[config.mk]
export PLATFORM = sky130hd
export DESIGN_NAME = alu_exec_stage
export DESIGN_NICKNAME = d
export VERILOG_FILES = /design/src/rtl/alu_exec_stage.sv
export SDC_FILE = /design/constraint.sdc
export NUM_CORES = 1
export LEC_CHECK = 0
export BUFFER_PORTS_ARGS = -buffer_cell sky130_fd_sc_hd__buf_2
export CORE_UTILIZATION = 40
export DETAILED_ROUTE_END_ITERATION = 8
export MAX_ROUTING_LAYER = met4
export SETUP_SLACK_MARGIN = 0.3
export SYNTH_ARGS = -nofsm -noshare
export SYNTH_HDL_FRONTEND = slang
export SYNTH_SLANG_ARGS = --single-unit
[constraint.sdc]
create_clock -name clk -period 7 [get_ports clk]
set_clock_uncertainty 0.1 [all_clocks]
set_input_delay 1.4 -clock clk [delete_from_list [all_inputs] [get_ports clk]]
set_output_delay 1.4 -clock clk [all_outputs]
set_load 0.03 [all_outputs]
[src/rtl/alu_exec_stage.sv]
// Two-stage valid/ready ALU execution stage: S1 captures A/B/OP, S2 holds Y/CARRY/ZERO.
// Also keeps a saturating count of completed output handshakes.
module alu_exec_stage #(
  parameter int unsigned W     = 7,
  parameter int unsigned CNT_W = 8
) (
  input  logic             clk,
  input  logic             rst,
  input  logic             in_valid,
  output logic             in_ready,
  input  logic [W-1:0]     A,
  input  logic [W-1:0]     B,
  input  logic [1:0]       OP,
  output logic             out_valid,
  input  logic             out_ready,
  output logic [W-1:0]     Y,
  output logic             CARRY,
  output logic             ZERO,
  output logic [CNT_W-1:0] op_count
);

  localparam int unsigned AMT_W = 3;

  localparam logic [1:0] OP_ADD  = 2'b00;
  localparam logic [1:0] OP_SUB  = 2'b01;
  localparam logic [1:0] OP_NAND = 2'b10;

  logic             s1_valid_q;
  logic [W-1:0]     a_q;
  logic [W-1:0]     b_q;
  logic [1:0]       op_q;

  logic             s2_valid_q;
  logic [W-1:0]     y_q;
  logic             carry_q;
  logic             zero_q;
  logic [CNT_W-1:0] cnt_q;

  logic             s2_load;
  logic             in_fire;
  logic             out_fire;

  logic [W-1:0]     y_d;
  logic             carry_d;
  logic [W:0]       sum_c;
  logic [W:0]       diff_c;
  logic [AMT_W-1:0] amt_c;
  logic [2*W-1:0]   rot_c;

  // S1 drains whenever S2 is empty or its result is being consumed this cycle
  assign s2_load  = s1_valid_q && (!s2_valid_q || out_ready);
  assign in_ready = !s1_valid_q || s2_load;
  assign in_fire  = in_valid && in_ready;
  assign out_fire = s2_valid_q && out_ready;

  // ALU on the S1 contents; rotate uses a doubled word so the upper half is the result
  always_comb begin
    y_d     = '0;
    carry_d = 1'b0;
    sum_c   = {1'b0, a_q} + {1'b0, b_q};
    diff_c  = {1'b0, a_q} - {1'b0, b_q};
    amt_c   = AMT_W'(32'(b_q[AMT_W-1:0]) % W);
    rot_c   = {a_q, a_q} << amt_c;
    case (op_q)
      OP_ADD: begin
        y_d     = sum_c[W-1:0];
        carry_d = sum_c[W];
      end
      OP_SUB: begin
        y_d     = diff_c[W-1:0];
        carry_d = diff_c[W];
      end
      OP_NAND: y_d = ~(a_q & b_q);
      default: y_d = rot_c[2*W-1:W];
    endcase
  end

  always_ff @(posedge clk) begin
    if (rst) begin
      s1_valid_q <= 1'b0;
      a_q        <= '0;
      b_q        <= '0;
      op_q       <= '0;
    end else if (in_fire) begin
      s1_valid_q <= 1'b1;
      a_q        <= A;
      b_q        <= B;
      op_q       <= OP;
    end else if (s2_load) begin
      s1_valid_q <= 1'b0;
    end
  end

  always_ff @(posedge clk) begin
    if (rst) begin
      s2_valid_q <= 1'b0;
      y_q        <= '0;
      carry_q    <= 1'b0;
      zero_q     <= 1'b0;
    end else if (s2_load) begin
      s2_valid_q <= 1'b1;
      y_q        <= y_d;
      carry_q    <= carry_d;
      zero_q     <= (y_d == '0);
    end else if (out_fire) begin
      s2_valid_q <= 1'b0;
    end
  end

  // Saturating completed-operation counter
  always_ff @(posedge clk) begin
    if (rst) begin
      cnt_q <= '0;
    end else if (out_fire && (cnt_q != '1)) begin
      cnt_q <= cnt_q + CNT_W'(1);
    end
  end

  assign out_valid = s2_valid_q;
  assign Y         = y_q;
  assign CARRY     = carry_q;
  assign ZERO      = zero_q;
  assign op_count  = cnt_q;

endmodule

# Word level (Yosys, flattened, before mapping)
# Index checks and enable logic that the tools add are counted.
# word_totals
register_bits,35
latch_bits,0
ram_bits,0
rom_bits,0
inputBits,20
out_inout_bits,19
wordCells,37
memories,0
# op_classes
n_addsub,3
n_mul,0
div,1
magnitude_cmp,0
n_eq_ne,3
n_shift,1
mux,6
bitwise,2
reduce_logical,12
# op_table
cell,count
$mod A3 B3 Y32 const B,1
$pmux W7 S3,1
$shl A14 B3 Y14,1
$add A7 B7 Y8,1
$add A8 B1 Y8 const B,1
$ne A8 B8 Y1 const B,1
$sub A7 B7 Y8,1
$and A7 B7 Y7,1
$logic_not A7 Y1,1
$not A7 Y7,1
$logic_and A1 B1 Y1,4
$mux W1,4
$reduce_bool A2 Y1,2
$eq A2 B1 Y1 const B,1
$eq A2 B2 Y1 const B,1
$logic_not A1 Y1,2
$logic_not A2 Y1,1
$logic_or A1 B1 Y1,2
$pmux W1 S2,1

# Longest topological paths before layout
# Gate-level depths: netlist of the first run.
# logic_depth
ltp_word,6
ltp_mapped,10
ltp_nobuf,10

# Worst setup path after synthesis of the first run
# Ideal clock, no wire load.
# synth_path
kind,in2out
startpoint,in out_ready
endpoint,out in_ready
t_arrival_ns,1.859
required_time_ns,5.500
slack_ns,3.641
stages,2
n_path_buf,0
path_cell_list,nor2b_1 -> nand2_1
# synth_via
elab_chain_cells,3
# synth_lines
item,line,source
"start, declared",15,"input logic out_ready,"
$logic_or A1 B1 Y1,51,assign s2_load = s1_valid_q && (!s2_valid_q || out_ready);
$logic_and A1 B1 Y1,51,
$logic_or A1 B1 Y1,52,assign in_ready = !s1_valid_q || s2_load;
"end, declared",10,"output logic in_ready,"
# No other way between the ends.

# Worst setup path in the final report of the first run
# Same ends and word-level chain as after synthesis.

==> flow_summary_export.csv, run 1 <==
group,metric,value,unit
run_status,status,"finished clean",
finish,stdcell_count,418,
logic_synthesis,syn_nets,350,
clocking,cts_buffers,5,
critical_path,worstPathRequired,5.50,ns
critical_path,end_kind,"output pin",
finish,syn2layout_area_growth,13.8,%
clocking,clock-sinks,35,
timing,tightest_slew,0.710,ns
routing,drt_iter0_markers,164,
min_path,hold_path_class,"reg -> reg",
timing,fmax,278,MHz
placement,gp_congestion,0.952,
timing,post-route-period-util,0.513,
clocking,cts_resized,0,
critical_path,path_class,"in -> out",
critical_path,critPathTopFamily,"simple AND/OR/NAND/NOR gates",
critical_path,cp_max_fo,5,
logic_synthesis,ys_seq_area_frac,0.288,
global_route,track_usage,0.198,
critical_path,crit_arrival,2.09,ns
routing,drtAntennaViolNets,0,
clocking,ctsLongestPathBuffers,2,
floorplan,rows,28,
timing,rsz0062_at_grt,"false",
placement,dp_hpwl,4360,um
global_route,grt_pass1_vias,1948,
floorplan,start_util,0.413,
timing,hold_viol,0,
timing,min_period,3.59,ns
clocking,htreeDepth,2,
power_and_ir_drop,p_per_area,186,nW/um^2
routing,drc_errors,0,
finish,final_nets,380,
finish,diodes,0,
finish,fin_area,2770,um^2
logic_synthesis,synth_flop_cell,"dfxtp_1",
routing,viasPerCell,5.33,
power_and_ir_drop,ir_drop,0.0000980,V
placement,pre_cts_ws,3.42,ns
critical_path,cp_slowest_cell,"nor2b_1",
logic_synthesis,synth_edf_count,0,
critical_path,crit_path_cell_trace,"buf_2 -> nor2b_1 -> nand2_1 -> buf_2",
placement,port_buffers,38,
placement,place_inst,410,
logic_synthesis,avgSynthCellArea,7.80,um^2
logic_synthesis,yosysWarnings,0,
floorplan,core,5890,um^2
finish,layout-drive-gt1-share,0.169,
logic_synthesis,synth_cells,312,
timing,setup_ws,3.41,ns
timing,setup_viol,0,
critical_path,cpPeakStageDelay,0.27,ns
clocking,insertion_delay,0.28,ns
critical_path,cp_num_buf_inv,2,
routing,routed_wl,5750,um
clocking,cts_tree,"built",
critical_path,crit_path_start_kind,"input pin",
timing,maxSlewViolCount,0,
floorplan,die_h,80.0,um
logic_synthesis,ys_ff_latch,35,
routing,num_vias,2226,
clocking,post_cts_buffers,0,
floorplan,die_w,80.0,um
floorplan,fp.dieArea,6400,um^2
logic_synthesis,synth_cell_types,60,
critical_path,cp_common_cell,"buf_2",
finish,utilization,0.470,
logic_synthesis,syn_area,2430,um^2
timing,whs,0.358,ns
global_route,grt_overflow,0,
clocking,cts_hold_buf,0,
logic_synthesis,async_reset_ff_frac,0,
global_route,grt_max_degree,37,
timing,setup_tns,0,ns
global_route,antenna_found_initial,0,
power_and_ir_drop,leakagePower,1.21,nW
clocking,cts_root_buffer,"clkbuf_8",
timing,max-slew-margin-rel,0.526,
placement,post_dp_cell_area,2660,um^2
power_and_ir_drop,power.total,514,uW
flow_run,max_cap_viol_count,0,
global_route,grt_pass1_wl,9490,um
routing,dr.pass1.iters,4,
floorplan,io_pins,39,
routing,detail_route.wl_per_cell,13.8,um
clocking,clkSlewWorstSetupHoldPaths,0.08,ns
-- placed cells by master, fill, tap and decap left out, types with 5 or more instances in the layout --
master	instances
xnor2_1	6
o21ai_0	6
ha_1	16
nand3_1	13
nand2b_1	5
nor2_1	32
nor2b_1	6
mux2i_1	11
inv_1	17
buf_2	38
dfxtp_1	35
nand2_1	47
a211oi_1	7
clkbuf_8	5
a21oi_1	32
-- layer usage --
metal  track usage  vias up  share of wire
li1              -     1150              -
met1         0.277     1018           0.51
met2         0.282       50           0.44
met3        0.0320        8          0.036
met4        0.0750        0          0.019
met5             -        -              0
-- state kept, by name (all words and copies together) (netlist names) --
| signal | flops |
|---|---|
| ZERO | 1 |
| Y | 7 |
| op_count | 8 |
| s1_valid_q | 1 |
| b_q | 7 |
| out_valid | 1 |
| a_q | 7 |
| op_q | 2 |
| CARRY | 1 |
-- Yosys cell counts, types with 2 or more instances --
master    number  area [um^2]
a211oi_1       7         52.6
a21o_1         2         15.0
a21oi_1       32          160
a221oi_1       3         26.3
a22oi_1        2         15.0
and3_1         4         25.0
buf_1          3         11.3
buf_2          4         20.0
clkbuf_1       8         30.0
dfxtp_1       35          701
fa_1           2         40.0
ha_1          16          200
inv_1         17         63.8
mux2_1         2         22.5
mux2i_1       11          110
nand2_1       47          176
nand2b_1       5         31.3
nand3_1       13         65.1
nor2_1        32          120
nor2b_1        6         37.5
nor3_1         4         20.0
o21ai_0        6         30.0
o21ai_1        2         10.0
o21bai_1       2         15.0
o221ai_1       2         17.5
o22ai_1        2         12.5
or3_1          2         12.5
xnor2_1        6         52.6
xor2_1         4         35.0
-- worst reg2reg max path: stages, from the launching register on --
cell	delay, ns
dfxtp_1	0.55
ha_1	0.27
inv_1	0.06
fa_1	0.39
o21bai_1	0.27
a221oi_1	0.15
mux2_1	0.32
nand2_1	0.10
a221oi_2	0.08
a2111oi_0	0.41
a31o_1	0.19
-- where the power goes --
part	switching, mW	leakage [nW]	internal [mW]
registers	0.0129	0.287	0.208
clock network	0.0767	0.0581	0.106
logic	0.0653	0.866	0.0448
total	0.155	1.21	0.359
-- kinds of logic after synthesis --
family                   synth area share
multiplexers                       0.0607
adder cells (fa/ha/maj)            0.0988
flip-flops                          0.288
AO/OA/AOI/OAI                       0.213
XOR/XNOR                           0.0473
AND/OR/NAND/NOR                     0.241
buffers and inverters              0.0514
-- worst paths after layout --
check,end,startpoint,cells past startpoint,slack (ns)
setup / recovery,in_ready,out_ready,4,3.41
hold / removal,Y[6],Y[6],2,0.36
setup reg to reg,ZERO,b_q[0],10,4.04
hold reg to reg,Y[6],Y[6],2,0.36
-- area by class of cell --
type,count,area [um^2]
clock inverter,3,43.8
timing repair buffer,38,190
clock buffer,5,68.8
multi-input combinational,245,1610
fill,618,3120
inverter,17,63.8
sequential,35,701
tap,75,93.8
Note: power is estimated with default switching activity, not from simulation.
==> inputs of run 2 (changes only) <==
Settings changed: ABC_AREA set to 1.
Clock period 7 ns to 3.2 ns, I/O delays scaled along.
==> run 2 against run 1 <==
Compared with the run above:
- clock-buffer cell count rose by 2
- clock power up 85%
- routed wire length increased by 7.8%
- critical path depth grew 10
- utilization rose by 1.3 points
- register-to-register slack lost 3.3 ns
==> flow_summary_export.csv, run 2 <==
group,metric,value,unit
timing,hold_viol,0,
routing,drt_iter0_markers,150,
logic_synthesis,synth_xor_area_frac,0,
clocking,cts_root_buffer,"clkbuf_8",
clocking,htreeDepth,2,
routing,highest_layer,"met4",
logic_synthesis,synthAdderAreaFrac,0.102,
global_route,grt_pass1_wl,10400,um
logic_synthesis,synthTopCellsByArea,"dfxtp_1 30%, nand2_1 12%, nand3_1 11%",
finish,final_nets,441,
min_path,min_path_cells,2,
routing,detail_route.wl_per_cell,13.0,um
timing,fmax,412,MHz
timing,setup_ws,0.772,ns
timing,rsz0062_at_grt,"false",
timing,maxSlewViolCount,0,
routing,routed_wl,6200,um
critical_path,r2r_start,"b_q[2]",
clocking,cts_buffers,5,
timing,tightest_slew,0.797,ns
clocking,cts_tree,"built",
routing,drc_errors,0,
critical_path,cp_slowest_cell,"dfxtp_1",
power_and_ir_drop,p_per_area,422,nW/um^2
logic_synthesis,ys_seq_area_frac,0.297,
floorplan,rows,27,
floorplan,core,5610,um^2
logic_synthesis,synth_top_cell_by_area,"dfxtp_1",
logic_synthesis,avgSynthCellArea,6.46,um^2
critical_path,crit_arrival,2.56,ns
critical_path,cpPeakStageDelay,0.44,ns
logic_synthesis,synth_flop_cell,"dfxtp_1",
routing,viasPerCell,5.17,
flow_run,max_cap_viol_count,0,
clocking,cts_resized,0,
logic_synthesis,syn_nets,403,
logic_synthesis,synth_edf_count,0,
critical_path,cp_max_fo,7,
routing,drtAntennaViolNets,0,
clocking,post_cts_buffers,0,
global_route,grt_overflow,0,
timing,post-route-period-util,0.759,
timing,setup_viol,0,
power_and_ir_drop,ir_drop,0.000215,V
critical_path,crit_path_start_kind,"register",
placement,gp_congestion,0.888,
global_route,antenna_found_initial,0,
logic_synthesis,synth_compound_area_frac,0.193,
floorplan,die_h,78.8,um
routing,wl_met3,244,um
logic_synthesis,synthTopCellsByCount,"76 x nand2_1, 50 x nand3_1, 49 x inv_1",
routing,drt-met1-wl,3100,um
placement,port_buffers,38,
finish,syn2layout_area_growth,15.0,%
critical_path,crit_path_cell_trace,"inv_1 -> ha_1 -> inv_1 -> a21oi_1 -> nand2_1 -> o21ai_0 -> nor2_1 -> nor2_1 -> nand2_1 -> inv_1 -> nand2_1 -> nor2_1 -> nand3_1 -> a21oi_1",
floorplan,start_util,0.420,
clocking,clock-sinks,35,
routing,dr.pass1.iters,4,
logic_synthesis,async_reset_ff_frac,0,
logic_synthesis,yosysWarnings,0,
logic_synthesis,synth.area.mux_share,0,
timing,min_period,2.43,ns
finish,fillers,628,
power_and_ir_drop,leakagePower,1.37,nW
floorplan,io_pins,39,
global_route,grt_max_degree,31,
logic_synthesis,synth_top_area_share,0.297,
floorplan,fp.dieArea,6200,um^2
logic_synthesis,ys_ff_latch,35,
finish,layout-drive-gt1-share,0.139,
critical_path,r2r_slack,0.77,ns
finish,mostFrequentLayoutCells,"76 x nand2_1, 50 x nand3_1, 49 x inv_1",
min_path,hold_path_class,"reg -> reg",
clocking,ctsLongestPathBuffers,2,
timing,whs,0.373,ns
clocking,insertion_delay,0.29,ns
logic_synthesis,synth_cells,365,
critical_path,rr_worst_depth,14,
placement,dp_hpwl,4900,um
finish,diodes,0,
clocking,clkSlewWorstSetupHoldPaths,0.07,ns
logic_synthesis,synth-simple-area-share,0.313,
finish,final_common_cell,"nand2_1",
timing,setup_tns,0,ns
critical_path,r2r-end,"ZERO",
timing,max-slew-margin-rel,0.468,
min_path,hp-start,"ZERO",
logic_synthesis,synth_cell_types,27,
global_route,track_usage,0.223,
critical_path,worstPathRequired,3.33,ns
clocking,cts_hold_buf,0,
min_path,min_to,"ZERO",
routing,routed-wl-met2,2750,um
logic_synthesis,syn_area,2360,um^2
finish,largest_register_ff_count,8,
logic_synthesis,synth_top_family_by_area,"simple AND/OR/NAND/NOR gates",
logic_synthesis,synth.most_common_cell,"nand2_1",
placement,pre_cts_ws,0.800,ns
global_route,grt_pass1_vias,2180,
critical_path,end_kind,"register",
run_status,status,"finished clean",
routing,num_vias,2459,
critical_path,path_class,"reg -> reg",
floorplan,die_w,78.8,um
[run 2: cell types whose count changed after synthesis, sizes merged, moves of 5 or more]
cell    before  now
mux2i       11    0
a211oi       7    0
xnor2        7    0
inv         17   50
nor2        33   28
a21oi       33   38
nor2b        6    0
nand2       48   80
nand3       14   51
o211ai       1    6
o21ai        8   38
nand2b       5    0
buf          7    1
and3         5    0
[run 2: kinds of logic after synthesis]
| logic type | Yosys count |
|---|---|
| buffers and inverters | 59 |
| adder cells (fa/ha/maj) | 18 |
| flip-flops | 35 |
| AO/OA/AOI/OAI | 86 |
| AND/OR/NAND/NOR | 167 |
[run 2: layer usage]
metal  global-route usage  up-vias
met1                0.297     1099
met2                0.344       67
met3               0.0356        9
met5                    -        -
li1                     -     1284
met4               0.0741        0
[run 2: critical path, delay by kind of cell, from the launching register on]
| kind | cells | cell delay [ns] |
|---|---|---|
| simple gates | 7 | 0.58 |
| compound gates | 3 | 0.45 |
| flops | 1 | 0.44 |
| fa+ha+maj | 1 | 0.43 |
| buf+inv | 3 | 0.38 |
[run 2: stage by stage]
stage | cells | area, um^2 | power, mW | utilization
5_1_grt | 476 | 2710 | 1.22 | 0.483
3_3_place_gp | 468 | 2620 | 0.812 | 0.467
2_1_floorplan | 365 | 2360 | 0.725 | -
3_5_place_dp | 468 | 2620 | 0.811 | 0.467
6_report | 476 | 2710 | 1.14 | 0.483
4_1_cts | 476 | 2710 | 1.15 | 0.483
[run 2: layout make-up]
class,count,area [um^2],share of cell area
Tap cell,72,90.1,0.0332
Sequential cell,35,701,0.258
Multi-Input combinational cell,271,1430,0.528
Timing Repair Buffer,40,205,0.0757
Clock inverter,1,8.76,0.00323
Clock buffer,7,86.3,0.0318
Inverter,50,188,0.0692
[run 2: where the power goes]
part	switching [mW]	internal, mW
Combinational	0.214	0.107
Sequential	0.0229	0.461
Clock	0.163	0.176
Total	0.400	0.745
[run 2: how the worst max path moves through the flow]
stage	startpoint	end	slack (ns)	depth (start not counted)
6_report	b_q[2]	ZERO	0.77	14
5_1_grt	b_q[2]	ZERO	0.56	14
4_1_cts	b_q[2]	ZERO	0.79	14
3_5_place_dp	b_q[2]	ZERO	0.80	14
3_3_place_gp	b_q[2]	ZERO	0.82	14
2_1_floorplan	b_q[2]	ZERO	1.17	14
